File: src/rtl/genome_pack_stream.sv
// Packs an ASCII nucleotide stream into 2-bit codes, LP_BASES per output word, base 0 at the LSBs.
// Word valid one cycle after its final base is accepted; input stalls while an output word waits unaccepted.
module genome_pack_stream #(
  parameter int C_M_AXI_DATA_WIDTH = 512
) (
  input  logic                          aclk,
  input  logic                          aresetn,
  input  logic                          ap_start,
  output logic                          ap_done,
  input  logic                          s_axis_tvalid,
  output logic                          s_axis_tready,
  input  logic [7:0]                    s_axis_tdata,
  input  logic                          s_axis_tlast,
  output logic                          m_axis_tvalid,
  input  logic                          m_axis_tready,
  output logic [C_M_AXI_DATA_WIDTH-1:0] m_axis_tdata,
  output logic                          m_axis_tlast,
  output logic [31:0]                   base_count,
  output logic                          bad_char
);

  localparam int LP_BASES = C_M_AXI_DATA_WIDTH / 2;
  localparam int IDX_W    = $clog2(LP_BASES);

  typedef enum logic [1:0] {S_IDLE, S_RUN, S_DONE} state_t;

  state_t                        state;
  logic [C_M_AXI_DATA_WIDTH-1:0] acc;
  logic [C_M_AXI_DATA_WIDTH-1:0] acc_next;
  logic [IDX_W-1:0]              idx;
  logic [IDX_W:0]                shamt;
  logic [1:0]                    code;
  logic                          bad;
  logic                          accept;
  logic                          word_end;

  always_comb begin
    code = 2'b00;
    bad  = 1'b0;
    case (s_axis_tdata)
      8'h41, 8'h61: code = 2'b00;
      8'h43, 8'h63: code = 2'b01;
      8'h47, 8'h67: code = 2'b10;
      8'h54, 8'h74: code = 2'b11;
      default:      bad  = 1'b1;
    endcase
  end

  assign s_axis_tready = (state == S_RUN) && (!m_axis_tvalid || m_axis_tready);
  assign accept        = s_axis_tvalid && s_axis_tready;
  assign word_end      = accept && ((idx == IDX_W'(LP_BASES - 1)) || s_axis_tlast);
  assign shamt         = {idx, 1'b0};
  // Slots above idx are always zero, so OR-ing in the new code is enough.
  assign acc_next      = acc | (C_M_AXI_DATA_WIDTH'(code) << shamt);

  always_ff @(posedge aclk or negedge aresetn) begin
    if (!aresetn) begin
      state         <= S_IDLE;
      acc           <= '0;
      idx           <= '0;
      m_axis_tvalid <= 1'b0;
      m_axis_tdata  <= '0;
      m_axis_tlast  <= 1'b0;
      ap_done       <= 1'b0;
      base_count    <= '0;
      bad_char      <= 1'b0;
    end else begin
      ap_done <= 1'b0;
      if (m_axis_tvalid && m_axis_tready)
        m_axis_tvalid <= 1'b0;
      // A load in the same cycle as a drain overrides the clear above.
      if (word_end) begin
        m_axis_tvalid <= 1'b1;
        m_axis_tdata  <= acc_next;
        m_axis_tlast  <= s_axis_tlast;
      end
      case (state)
        S_IDLE: begin
          if (ap_start) begin
            base_count <= '0;
            bad_char   <= 1'b0;
            acc        <= '0;
            idx        <= '0;
            state      <= S_RUN;
          end
        end
        S_RUN: begin
          if (accept) begin
            base_count <= base_count + 32'd1;
            if (bad)
              bad_char <= 1'b1;
            if (word_end) begin
              acc <= '0;
              idx <= '0;
            end else begin
              acc <= acc_next;
              idx <= idx + 1'b1;
            end
            if (s_axis_tlast)
              state <= S_DONE;
          end
        end
        S_DONE: begin
          if (m_axis_tvalid && m_axis_tready && m_axis_tlast) begin
            ap_done <= 1'b1;
            state   <= S_IDLE;
          end
        end
        default: state <= S_IDLE;
      endcase
    end
  end

endmodule

File: config.mk
export PLATFORM = sky130hd
export DESIGN_NAME = genome_pack_stream
export DESIGN_NICKNAME = d
export VERILOG_FILES = /design/src/rtl/genome_pack_stream.sv
export SDC_FILE = /design/constraint.sdc
export NUM_CORES = 2
export LEC_CHECK = 0
export ABC_CLOCK_PERIOD_IN_PS = 3940
export CAP_MARGIN = 30
export CORE_ASPECT_RATIO = 0.5
export CORE_MARGIN = 2
export CORE_UTILIZATION = 59
export DETAILED_ROUTE_END_ITERATION = 7
export GPL_TIMING_DRIVEN = 0
export PLACE_DENSITY = 0.82
export RECOVER_POWER = 50
export SKIP_CTS_REPAIR_TIMING = 1
export SYNTH_ARGS = -nofsm -noshare
export SYNTH_HDL_FRONTEND = slang
export SYNTH_SLANG_ARGS = --single-unit
File: constraint.sdc
create_clock -name aclk -period 3.94 [get_ports aclk]
set_input_delay 0.788 -clock aclk [delete_from_list [all_inputs] [get_ports aclk]]
set_output_delay 0.788 -clock aclk [all_outputs]
set_load 0.02 [all_outputs]
# After elaboration in Yosys (flattened, before gate mapping)

Index checks and enable logic that the tools add are counted.
Widths: inputs -> output; s select.

Register bits after elaboration: 1070
Input bits: 14

Add/sub/neg operators: 2
Eq/ne operators: 16
Shift operators: 1
Muxes and demuxes: 25
Bitwise operators: 1
Reduce and logical (&&, ||, !) cells: 18

Operators by type and width:

| kind                  | number |
|---|---|
| $mux 512              | 3 |
| $pmux 512 s2          | 1 |
| $or 512x512->512      | 1 |
| $shl 2x9->512         | 1 |
| $eq 8x7->1 const B    | 8 |
| $mux 32               | 2 |
| $pmux 32 s2           | 1 |
| $add 32x1->32 const B | 1 |
| $mux 8                | 3 |
| $pmux 8 s2            | 1 |
| $pmux 2 s3            | 2 |
| $ne 2x2->1 const B    | 5 |
| $add 8x1->8 const B   | 1 |
| $eq 8x8->1 const B    | 1 |
| $mux 2                | 4 |
| $reduce_and 4->1      | 2 |
| $reduce_or 8->1       | 1 |
| $mux 1                | 7 |
| $reduce_or 2->1       | 3 |
| $logic_and 1x1->1     | 5 |
| $reduce_bool 2->1     | 2 |
| $reduce_and 3->1      | 1 |
| $eq 2x1->1 const B    | 1 |
| $eq 2x2->1 const B    | 1 |
| 4 further kinds       | 5 |

# Depth between registers and ports, before layout

Depth after elaboration: 8
Depth in mapped cells: 11
Depth with buffers taken out: 5

# Least setup slack after synthesis

No wires, ideal clock.

Path type: input port to flip-flop
Start: in m_axis_tready
End: reg acc[313]
Data arrival time: 2.245 ns
Required time: 3.860 ns
Slack: 1.616 ns
Cell stages on the path: 8
Path buffers: 3
Cells stage by stage: nand2b_1 > a31oi_1 > nor2_1 > nand2_1 > buf_2 > buf_2 > clkbuf_1 > o2bb2ai_1

Word-level cells in the longest chain between the ends: 7
Elaborated cells between the ends (all ways): 9
Classes of those cells: eq/ne (1); mux (3); reduce/logical (5)

Ends and longest elaborated chain:

| item                 | RTL line | text |
|---|---|---|
| start, declared      | 15       | `input logic m_axis_tready,` |
| $logic_or 1x1->1 *   | 49       | `assign s_axis_tready = (state == S_RUN) && (!m_axis_tvalid \|\| m_axis_tready);` |
| $logic_and 1x1->1 *  | 49       |  |
| $logic_and 1x1->1 *  | 50       | `assign accept = s_axis_tvalid && s_axis_tready;` |
| $logic_and 1x1->1    | 51       | `assign word_end = accept && ((idx == IDX_W'(LP_BASES - 1)) \|\| s_axis_tlast);` |
| $mux 512             | 92       | `if (word_end) begin` |
| $mux 512             | 88       | `if (accept) begin` |
| $pmux 512 s2         | 77       | `case (state)` |
| end signal, assigned | 96       | `acc <= acc_next;` |
| end, declared        | 28       | `logic [C_M_AXI_DATA_WIDTH-1:0] acc;` |

Mark *: on every way between the ends. The rest lies on a longest branch, timed or not. The select of a mux whose other input is x is not followed.
A chain may end at the register's enable or synchronous reset.

# Final worst setup path

Start: in s_axis_tdata[4]
End: reg acc[479]

Word-level cells in the longest chain between the ends: 8
Elaborated cells between the ends (all ways): 15
Classes of those cells: eq/ne (6); shift (1); mux (4); bitwise (1); reduce/logical (3)

Ends and longest elaborated chain:

| item               | RTL line | text |
|---|---|---|
| start, declared    | 12       | `input logic [7:0] s_axis_tdata,` |
| $eq 8x7->1         | 40       | `case (s_axis_tdata)` |
| $reduce_or 2->1    | --       |  |
| $pmux 2 s3 *       | 40       |  |
| $shl 2x9->512 *    | 54       | `assign acc_next = acc \| (C_M_AXI_DATA_WIDTH'(code) << shamt);` |
| $or 512x512->512 * | 54       |  |
| $mux 512 *         | 92       |  |
| $mux 512 *         | 88       |  |
| $pmux 512 s2 *     | 77       |  |

Marked as above.

==> implementation parameters <==
Parameter                              Value

Timing
  Final critical path time including I/O delays and setup    3.88 ns
  Slew Viols, Final    685
  Final setup violation count    0
  Slew Limit Headroom    -63.4%
  Upper clock frequency limit    0.258 GHz
  RSZ-0062 raised after global routing    no
  Fin crit share    98.4%
  Worst Max-Slew Pin Slew    2.45 ns
  Total count of hold-check failures in the final report    0
  Worst-case clock skew    0.0293 ns

Die
  Initial core utilization    59.4%
  I/O pin count    563
  Total number of placement rows    69
  Die X    381 um
  Die Y    193 um
  Core region area    70700 um^2
  DIE AREA    73500 um^2

Cells and area
  Finished layout cell area    52300 um^2
  NumNets Final    4546
  Number of inserted filler cells in the final layout    4752
  Area growth from synthesis to layout    24.5%
  Final core occ    73.9%
  Share of post-route cells with drive strength above 1    7.62%

GRT
  Antenna violations before repair    8
  Number of global-route vias before repair    36.4k
  Pin count of the biggest net entering global routing    182
  Total overflow reported by the global router    0
  GR Util All Layers    40.6%
  Global-route wire length before repair    223000 um

Drt
  Number of iterations in the first detailed-routing pass    7
  Detail-routed via count per cell    6.58
  Via count    36.7k
  Antenna Violating Nets Remaining    0
  Detailed route wirelength on metal3    18600 um
  Routed met2 length    67000 um
  Count of routing violations after the opening detailed-route iteration    5614
  Met1 Routed Length    53600 um
  # DRC    0
  Highest metal layer with signal wires    met5
  Aggregate routed wire length    150000 um
  Wire per inst    26.9 um

CTS
  TritonCTS clock tree    built
  Root Buffer Master    clkbuf_16
  Max clock buf depth    3
  Clk pin slew, worst setup/hold paths    0.07 ns
  Count of clock tree sinks    1070
  Number of CTS-inserted buffers    90
  Insertion delay of the later-clocked pin in the worst-skew pair    0.71 ns
  H-tree Lvls    3

Placed design
  DP HPWL    106000 um
  Final weighted congestion in routability-driven placement    0.958
  Total of buffers placed on input and output ports    561
  Cell Area, Placed    49000 um^2

Synth
  Number of synthesized flops with an enable pin    0
  Share of the synthesized area in compound gates (AO/OA/AOI/OAI)    23.2%
  Seq/Total Area, Yosys    63.8%
  Synthesized area divided by synthesized cell count    10.9 um^2
  Combinational family with the most area after synthesis    compound AO/OA/AOI/OAI gates
  Yosys warns    0
  Mux share of post-synthesis cell area    0.0268%
  Synthesized area    42000 um^2
  Prevailing post-synth register cell    dfrtp_1
  Synthesized-area fraction occupied by adder cells    0.0596%
  Share of async-settable or async-resettable flops after synthesis    100%
  Post-synthesis cell type count    57
  Post-synthesis share of cell area spent on and, or, nand and nor gates    8.69%
  #FFs+latches synth    1070
  Parity-gate share of the synthesized area counting xor and xnor cells    0.375%
  Post-Syn Instances    3858
  Nets in the synthesized netlist    3874

Setup path
  Max incr delay on CP    0.75 ns
  Number of cells on the critical path    7
  Data arrival at the endpoint of the critical path    4.51 ns
  R2R cell count    7
  Cell type group with the largest total delay on the critical path    buffers and inverters
  Data required time at the worst endpoint    4.57 ns
  Critical Path Slowest Stage Cell    clkbuf_1
  Slack of the worst reg-to-reg path    0.28 ns
  Most frequent CP cell    clkbuf_1
  Type of the worst setup path    input pin to flop
  Crit Reg-Reg Startpoint    idx[0]$_DFFE_PN0P_
  Highest fanout seen on the critical path    10
  Sort of element at the start of the critical path    input pin
  Category of the worst setup path capture point    flop
  Cells traversed along the worst timing path    clkdlybuf4s50_1 -> nor3b_1 -> o211ai_1 -> clkbuf_1 -> nor2_1 -> clkbuf_1 -> a22o_1
  R2r endpoint    acc[479]$_DFFE_PN0P_
  Buffers plus inverters on the worst setup path    3

Power and ir drop
  Leakage component of the power    23.7 nW
  Maximum resistive drop on vdd    0.556 mV
  Pwr Total    27.2 mW
  Power density over cell area    520 nW/um^2

Status
  Status    finished with violations
  Violations in the final reports    max-capacitance violations, max-slew violations

Hold path
  Worst min-delay path category    input pin to asynchronous set/reset pin

Flow run
  # Max-Cap Violations    4
==> logic make-up (layout without fill, tap and decap cells) <==
| logic type | after synthesis | after routing |
|---|---|---|
| AND/OR/NAND/NOR | 858 | 858 |
| flip-flops | 1070 | 1070 |
| other | 0 | 7 |
| XOR/XNOR | 18 | 18 |
| adder cells (fa/ha/maj) | 2 | 2 |
| buffers and inverters | 366 | 1113 |
| AO/OA/AOI/OAI | 1543 | 1543 |
| multiplexers | 1 | 1 |
==> report_power, final <==
group / switching [mW] / total, mW / internal (mW)
sequential: 0.405 / 11.9 / 11.5
clock: 4.32 / 9.85 / 5.53
combinational: 3.86 / 5.38 / 1.52
total: 8.58 / 27.2 / 18.6
==> synthesized netlist by cell type (all sizes together), types with 11 or more instances <==
cell type,n,share of area [%]
dfrtp,1070,64
nand4,17,0.28
nor3,20,0.31
a22o,391,8.2
o22ai,42,0.63
clkbuf,197,1.8
xor2,14,0.29
o21ai,436,5.2
buf,163,2.0
a21oi,534,6.4
o2bb2ai,113,2.4
nor2,234,2.1
nand2,485,4.3
and2,11,0.16
or3,14,0.21
nand3,20,0.24
==> registers in the layout, indices dropped and copies added (netlist names) <==
| name | count |
|---|---|
| acc | 512 |
| bad_char | 1 |
| base_count | 32 |
| m_axis_tlast | 1 |
| state | 2 |
| ap_done | 1 |
| m_axis_tvalid | 1 |
| m_axis_tdata | 512 |
| idx | 8 |
==> cell usage in the layout (no fill, tap or decap), types with 6 or more instances in the layout <==
master and n:
clkbuf_8 19, nor3_2 6, a21oi_1 533, bufinv_16 13, buf_2 141, nor4_1 8
clkbuf_16 92, buf_4 19, o21ai_1 55, or3_1 14, nand4_1 15, o2bb2ai_1 113
inv_1 6, nor3_1 14, xor2_1 14, nor2_1 230, nand3_1 20, clkdlybuf4s50_1 203
o22ai_1 42, clkinv_2 15, clkinvlp_4 7, a22o_1 391, nor3b_1 6, diode_2 7
a31oi_1 9, dfrtp_1 1070, and3_1 9, nand2_1 485, dlygate4sd3_1 357, a32o_1 7
buf_1 6, clkbuf_1 213, o21ai_0 380, nand2b_1 6, and2_1 9, buf_8 6
==> through the flow <==
step | setup WS (ns) | setup TNS [ns] | cells | hold slack [ns]
after floorplan | 1.62 | 0 | 3858 | 0.457
final | 0.0619 | 0 | 5570 | 0.0171
after global placement | -43.69 | - | 5377 | 0.464
after detailed placement | -0.209 | -7.22 | 5387 | 0.469
after CTS | 0.447 | 0 | 5554 | 0.0694
after global routing | 0.0943 | 0 | 5567 | 0.0668
==> layout make-up <==
cell class | instances | area (um^2) | share of cell area [%]
multi-input cells | 2422 | 13600 | 26.0
inverters | 6 | 22.5 | 0.0431
plain buffers | 360 | 1590 | 3.03
well taps | 958 | 1200 | 2.29
diodes | 7 | 17.5 | 0.0335
clock buffers | 125 | 2620 | 5.01
clock inverters | 42 | 598 | 1.14
flip-flops and latches | 1070 | 26800 | 51.2
repair buffers | 580 | 5850 | 11.2
==> layer usage <==
| layer | vias up | track usage [%] |
|---|---|---|
| met2 | 2680 | 60.6 |
| met3 | 607 | 13.5 |
| met5 | - | 0.529 |
| li1 | 15100 | - |
| met4 | 8 | 25.4 |
| met1 | 18200 | 51.7 |
==> worst max path at each step <==
stage | start | end | slack, ns
floorplan | m_axis_tready | acc[313]$_DFFE_PN0P_ | 1.62
global placement | aresetn | m_axis_tdata[43]$_DFFE_PN0P_ | -43.69
detailed placement | s_axis_tdata[4] | m_axis_tdata[111]$_DFFE_PN0P_ | -0.21
CTS | s_axis_tdata[4] | m_axis_tdata[111]$_DFFE_PN0P_ | 0.45
global route | s_axis_tdata[4] | acc[479]$_DFFE_PN0P_ | 0.09
finish | s_axis_tdata[4] | acc[479]$_DFFE_PN0P_ | 0.06
(Power assumes the default switching activity.)
